==> src/rtl/ready_valid_fifo.sv <==
// ready_valid_fifo
//   First-word-fall-through FIFO with ready/valid handshakes on both sides.
//   Buffers a producer against stall windows of the downstream sink, reports
//   its occupancy, counts output-side stall cycles and flags producers that
//   withdraw or alter an offer before it was accepted.
//
// Parameters
//   WIDTH  data bits per word
//   DEPTH  number of storage entries (>= 2, any value, not only powers of two)
//   CW     width of the saturating stall counter
//
// Ports
//   clk        clock, all state updates on the rising edge
//   rst_n      asynchronous active-low reset
//   in_valid   producer offers in_data
//   in_ready   FIFO can accept a word this cycle
//   in_data    write data
//   out_valid  head word is present on out_data
//   out_ready  sink accepts the head word this cycle
//   out_data   head word (combinational read of the head entry)
//   count      current occupancy, 0..DEPTH
//   stall_cnt  cycles with out_valid && !out_ready, saturating at all-ones
//   proto_err  sticky producer protocol violation flag, cleared by reset only

module ready_valid_fifo #(
    parameter int unsigned WIDTH = 8,
    parameter int unsigned DEPTH = 4,
    parameter int unsigned CW    = 16
) (
    input  logic                         clk,
    input  logic                         rst_n,
    input  logic                         in_valid,
    output logic                         in_ready,
    input  logic [WIDTH-1:0]             in_data,
    output logic                         out_valid,
    input  logic                         out_ready,
    output logic [WIDTH-1:0]             out_data,
    output logic [$clog2(DEPTH+1)-1:0]   count,
    output logic [CW-1:0]                stall_cnt,
    output logic                         proto_err
);

    localparam int unsigned AW = (DEPTH > 1) ? $clog2(DEPTH) : 1;
    localparam int unsigned NW = $clog2(DEPTH + 1);

    logic [WIDTH-1:0] mem [DEPTH];
    logic [AW-1:0]    rd_ptr;
    logic [AW-1:0]    wr_ptr;
    logic             en;
    logic             full;
    logic             empty;
    logic             push;
    logic             pop;
    logic             offer_pend;
    logic [WIDTH-1:0] offer_data;
    logic             offer_broken;

    // Pointers wrap explicitly so DEPTH need not be a power of two.
    function automatic logic [AW-1:0] bump(input logic [AW-1:0] p);
        if (p == AW'(DEPTH - 1)) begin
            return '0;
        end
        return p + AW'(1);
    endfunction

    always_comb begin
        full      = (count == NW'(DEPTH));
        empty     = (count == '0);
        // No pass-through when full: a pop this cycle frees space only for the next one.
        in_ready  = en && !full;
        out_valid = !empty;
        out_data  = mem[rd_ptr];
        push      = in_valid && in_ready;
        pop       = out_valid && out_ready;
    end

    // A pending unaccepted offer from last cycle must be repeated unchanged.
    always_comb begin
        offer_broken = offer_pend && (!in_valid || (in_data != offer_data));
    end

    always_ff @(posedge clk) begin
        if (push) begin
            mem[wr_ptr] <= in_data;
        end
    end

    always_ff @(posedge clk or negedge rst_n) begin
        if (!rst_n) begin
            en     <= 1'b0;
            rd_ptr <= '0;
            wr_ptr <= '0;
            count  <= '0;
        end else begin
            en <= 1'b1;
            if (push) begin
                wr_ptr <= bump(wr_ptr);
            end
            if (pop) begin
                rd_ptr <= bump(rd_ptr);
            end
            unique case ({push, pop})
                2'b10:   count <= count + NW'(1);
                2'b01:   count <= count - NW'(1);
                default: count <= count;
            endcase
        end
    end

    always_ff @(posedge clk or negedge rst_n) begin
        if (!rst_n) begin
            stall_cnt <= '0;
        end else if (out_valid && !out_ready && (stall_cnt != '1)) begin
            stall_cnt <= stall_cnt + CW'(1);
        end
    end

    always_ff @(posedge clk or negedge rst_n) begin
        if (!rst_n) begin
            offer_pend <= 1'b0;
            offer_data <= '0;
            proto_err  <= 1'b0;
        end else begin
            offer_pend <= in_valid && !in_ready;
            offer_data <= in_data;
            if (offer_broken) begin
                proto_err <= 1'b1;
            end
        end
    end

endmodule

==> config.mk <==
export PLATFORM = sky130hd
export DESIGN_NAME = ready_valid_fifo
export DESIGN_NICKNAME = d
export VERILOG_FILES = /design/src/rtl/ready_valid_fifo.sv
export SDC_FILE = /design/constraint.sdc
export NUM_CORES = 1
export LEC_CHECK = 0
export CAP_MARGIN = 20
export CORE_MARGIN = 8
export CORE_UTILIZATION = 53
export CTS_CLUSTER_SIZE = 8
export DETAILED_ROUTE_END_ITERATION = 7
export GPL_TIMING_DRIVEN = 1
export PLACE_DENSITY = 0.88
export SYNTH_ARGS = -nofsm -noshare
export SYNTH_HDL_FRONTEND = slang
export SYNTH_SLANG_ARGS = --single-unit
==> constraint.sdc <==
create_clock -name clk -period 2.8 [get_ports clk]
set_clock_uncertainty 0.2 [all_clocks]
set_input_delay 0.56 -clock clk [delete_from_list [all_inputs] [get_ports clk]]
set_output_delay 0.56 -clock clk [all_outputs]
set_load 0.02 [all_outputs]
Word-level counts from Yosys, hierarchy flattened:

Memories as Yosys holds them, arrays and structs flattened.
Index checks and enable logic that the tools add are counted.
Widths: inputs -> output; s select.

* flip-flop bits (word level): 34
* bits in writable memories: 32
* input port bits: 12
* output and inout port bits: 30
* memories: 1

* add/subtract/negate cells: 5
* equal/unequal tests: 7
* muxes and demuxes: 11
* reduce and logical (&&, ||, !) cells: 15

Memory list
* mem: words 4, bits a word 8, rd ports 1, clocked after Yosys merged registers in 0, write ports 1, line 46 `logic [WIDTH-1:0] mem [DEPTH];`

Operators by type and width (count)
* $add 16x1->16 const B: 1
* $ne 16x16->1 const B: 1
* $mux 2: 4
* $ne 8x8->1: 1
* $logic_and 1x1->1: 7
* $eq 2x2->1 const B: 3
* $mux 1: 6
* $pmux 3 s2: 1
* $logic_not 1->1: 5
* $add 2x1->2 const B: 2
* $add 3x1->3 const B: 1
* $eq 3x3->1 const B: 1
* $logic_not 3->1: 1
* $sub 3x1->3 const B: 1
* $eq 2x1->1 const B: 1
* $reduce_bool 2->1: 1
* $logic_or 1x1->1: 1

Depth between registers and ports, before layout:

* depth after elaboration: 6
* mapped depth: 10

Worst setup path after synthesis:

OpenSTA, ideal clock, no wires.

* kind: register -> register
* start: reg count[0]
* end: reg count[2]
* library setup time: 0.134 ns
* arrival: 2.250 ns
* data required time: 2.466 ns
* slack: 0.216 ns
* cell stages (with the launch flop): 11
* path buffers: 0
* clock period less this slack: 2.584 ns
* path through: dfrtp_1 inv_2 a31oi_1 and2_1 inv_1 ha_1 inv_1 fa_1 xor2_1 nor2_1 xor2_1

* longest elaborated chain between the ends: 6
* elaborated cells between the ends (all ways): 13

Ends and longest elaborated chain
* from (decl): line 38 `output logic [$clog2(DEPTH+1)-1:0] count,`
* from (signal assigned): line 103 `2'b10: count <= count + NW'(1);`
* from (signal assigned): line 104 `2'b01: count <= count - NW'(1);`
* from (signal assigned): line 105 `default: count <= count;`
* $eq 3x3->1 (*): line 67 `full = (count == NW'(DEPTH));`
* $logic_not 1->1 (*): line 70 `in_ready = en && !full;`
* $logic_and 1x1->1 (*): line 70
* net in_ready: line 33 `output logic in_ready,`
* $logic_and 1x1->1 (*): line 73 `push = in_valid && in_ready;`
* $eq 2x1->1 / $eq 2x2->1 (equally long branches): line 102 `unique case ({push, pop})`
* $pmux 3 s2 / $reduce_bool 2->1 (equally long branches)

The timed path passes the listed nets; every way through them passes the cells marked *.
A chain may end at the register's enable or synchronous reset.

Worst setup path in the final report:

* start: reg rd_ptr[0]
* end: out out_data[1]

* longest elaborated chain between the ends: 1

Ends and longest elaborated chain
* from (decl): line 47 `logic [AW-1:0] rd_ptr;`
* from (signal assigned): line 100 `rd_ptr <= bump(rd_ptr);`
* $mem_v2 4x8
* to (decl): line 37 `output logic [WIDTH-1:0] out_data,`

No other way between the ends.

==> impl_metrics.ini <==
[cts]
clockRootBuffer = clkbuf_8
cts_buffers = 9
clock_latency_ps = 350
htreeDepth = 3
cts_setup_buffers = 0
path_clk_slew_ps = 70
clkSinkCount = 66
tritoncts = done
cts_buffer_depth = 2

[setup_path]
crit_chain = buf_4 -> mux4_2 -> clkdlybuf4s50_1
endpoint_kind = output port
critPathLaunch = rd_ptr[0]
cp_num_buf_inv = 2
worstPathMaxFanout = 6
arrival_ps = 1960
r2r_start = count[1]
start_kind = flip-flop
crit_required_ps = 2040
path_class = flip-flop to output port
crit_family = buffers and inverters
cpPeakStageDelay_ps = 560
cp_slowest_cell = clkdlybuf4s50_1

[final_layout]
drive_gt1_frac = 0.150
final_net_count = 262
area_growth_syn_to_layout_pct = 26.1
diodes = 0

[status]
status = complete, no violations

[place]
routabilityCongestion = 0.790
dp_hpwl_microns = 3830
place_ws_ps = 128
placement.io_buffers = 41

[flow_run]
max_cap_violations = 0

[global_routing]
gr-total-overflow = 0
grt_usage = 0.149
busiest_layer = met2
grt_pass1_wl_microns = 8760
grt_util_met3 = 0.0515
met1_usage = 0.188
grt.met2_usage = 0.232
grt_pass1_vias = 1744
grt_antenna_before_repair = 0
grt_max_degree = 35

[synthesis]
synth-main-ff-cell = dfrtp_1
synthArstFlopShare = 0.515
synth_edf_count = 32
syn_nets = 209
synth_area_leaders = edfxtp_1, dfrtp_1, mux4_2
ys_types = 38
avgSynthCellArea_sq_um = 15.0
netlist_instances = 189
ys_ff_latch = 66
post_synth_instance_area_sq_um = 2830
yosysTopAreaCell = edfxtp_1
yosysMostFrequentCell = dfrtp_1
yosysWarnings = 0
synth-seq-area-share = 0.640
synth_common_cells = dfrtp_1, edfxtp_1, xnor2_1
synth_top_area_share = 0.340

[detailed_routing]
dr.pass1.iters = 5
drt_iter0_drc = 73
avgViaCountPerCell = 5.42
drc = 0
via_count = 1719
wl_per_cell_microns = 17.2
ant_nets = 0
wirelength_microns = 5460

[sta]
max_freq_mhz = 368
min_period_ps = 2720
finalSetupTns_ps = 0
slew_violations = 0
layout_setup_ws_ps = 79.3
rsz0062_at_grt = no
hold_viol_final = 0
setup-violations-final = 0
timing.slew.headroom = 0.661
fin_crit_sh = 0.972
tightest_slew_ps = 506

[floorplan]
io_pins = 42
die_h_microns = 89.1
die_w_microns = 89.1
num_rows = 26
die_area_sq_um = 7930
coreArea_sq_um = 5140
initial_core_util = 0.550

[worst_hold_path]
min_from = stall_cnt[8]
hold_path_class = flip-flop to flip-flop

[power_and_ir_drop]
peakVddDrop_uv = 666
p_per_area_nw_per_um2 = 937
p_leak_nw = 1.40
[where the power goes]
group,switching [mW],internal [mW],leakage [nW]
clock,0.386,0.508,0.114
sequential,0.171,1.18,0.711
combinational,0.542,0.555,0.574
total,1.10,2.24,1.40
[metal layers]
layer / part of all wire / wire length (microns)
met4: 0.015 / 80
met5: 0 / 0
met1: 0.45 / 2460
met2: 0.47 / 2550
met3: 0.068 / 369
[per-stage QoR]
step	util	hold slack (ps)	total power, mW	instance area, sq um	std cells
3_3_place_gp	0.649	316	2.43	3340	301
4_1_cts	0.693	327	3.37	3560	317
2_1_floorplan	-	64.4	2.00	2830	189
6_report	0.694	330	3.34	3570	317
3_5_place_dp	0.649	311	2.48	3340	301
5_1_grt	0.694	349	3.51	3570	317
[cell families (layout without fill, tap and decap cells)]
group,Yosys count,count (layout),share of synthesized area
AO/OA/AOI/OAI,10,10,0.0243
XOR/XNOR,21,21,0.0650
adder cells (fa/ha/maj),8,8,0.0380
buffers and inverters,14,72,0.0217
flip-flops,66,66,0.640
multiplexers,16,16,0.0964
other,1,1,0.00133
AND/OR/NAND/NOR,53,53,0.113
[timing repair]
item,CTS,global route
setup endpoints to repair,0,1
gates resized for setup,0,1
hold buffers,0,0
[registers in the layout (all words and copies together) (netlist names)]
signal and flops:
stall_cnt 16, offer_pend 1, rd_ptr 2, mem 32, en 1, wr_ptr 2
proto_err 1, offer_data 8, count 3
[final timing paths]
check                      depth (start not counted)  slack (ps)       endpoint
max in group asynchronous                          2        1670  stall_cnt[15]
min in group asynchronous                          2         420      proto_err
setup reg to reg                                  10         460       count[2]
hold reg to reg                                    1         330   stall_cnt[8]
hold / removal                                     1         330   stall_cnt[8]
setup / recovery                                   3          80    out_data[1]
[layout make-up]
cell class | count | area (sq um)
flip-flops and latches | 66 | 1810
multi-input cells | 109 | 962
clock inverters | 7 | 100
well taps | 70 | 87.6
inverters | 11 | 41.3
fillers | 372 | 1570
repair buffers | 45 | 440
clock buffers | 9 | 124
[layout by cell type, fill, tap and decap left out, types with 2 or more instances in the layout]
cell type,count
nand3_1,7
nand2_1,7
edfxtp_1,32
dfrtp_1,34
inv_1,9
nor2_1,6
inv_2,2
xnor2_1,12
xor2_1,9
a21oi_1,3
a31oi_1,2
ha_1,7
mux2_1,6
buf_4,4
nor3_1,4
inv_6,2
and2_1,4
nand4_1,8
and3_1,7
nor4_1,2
mux4_2,8
bufinv_16,2
clkdlybuf4s50_1,41
clkbuf_8,9
clkinv_4,2
No activity file was read; power rests on OpenSTA's default activity.
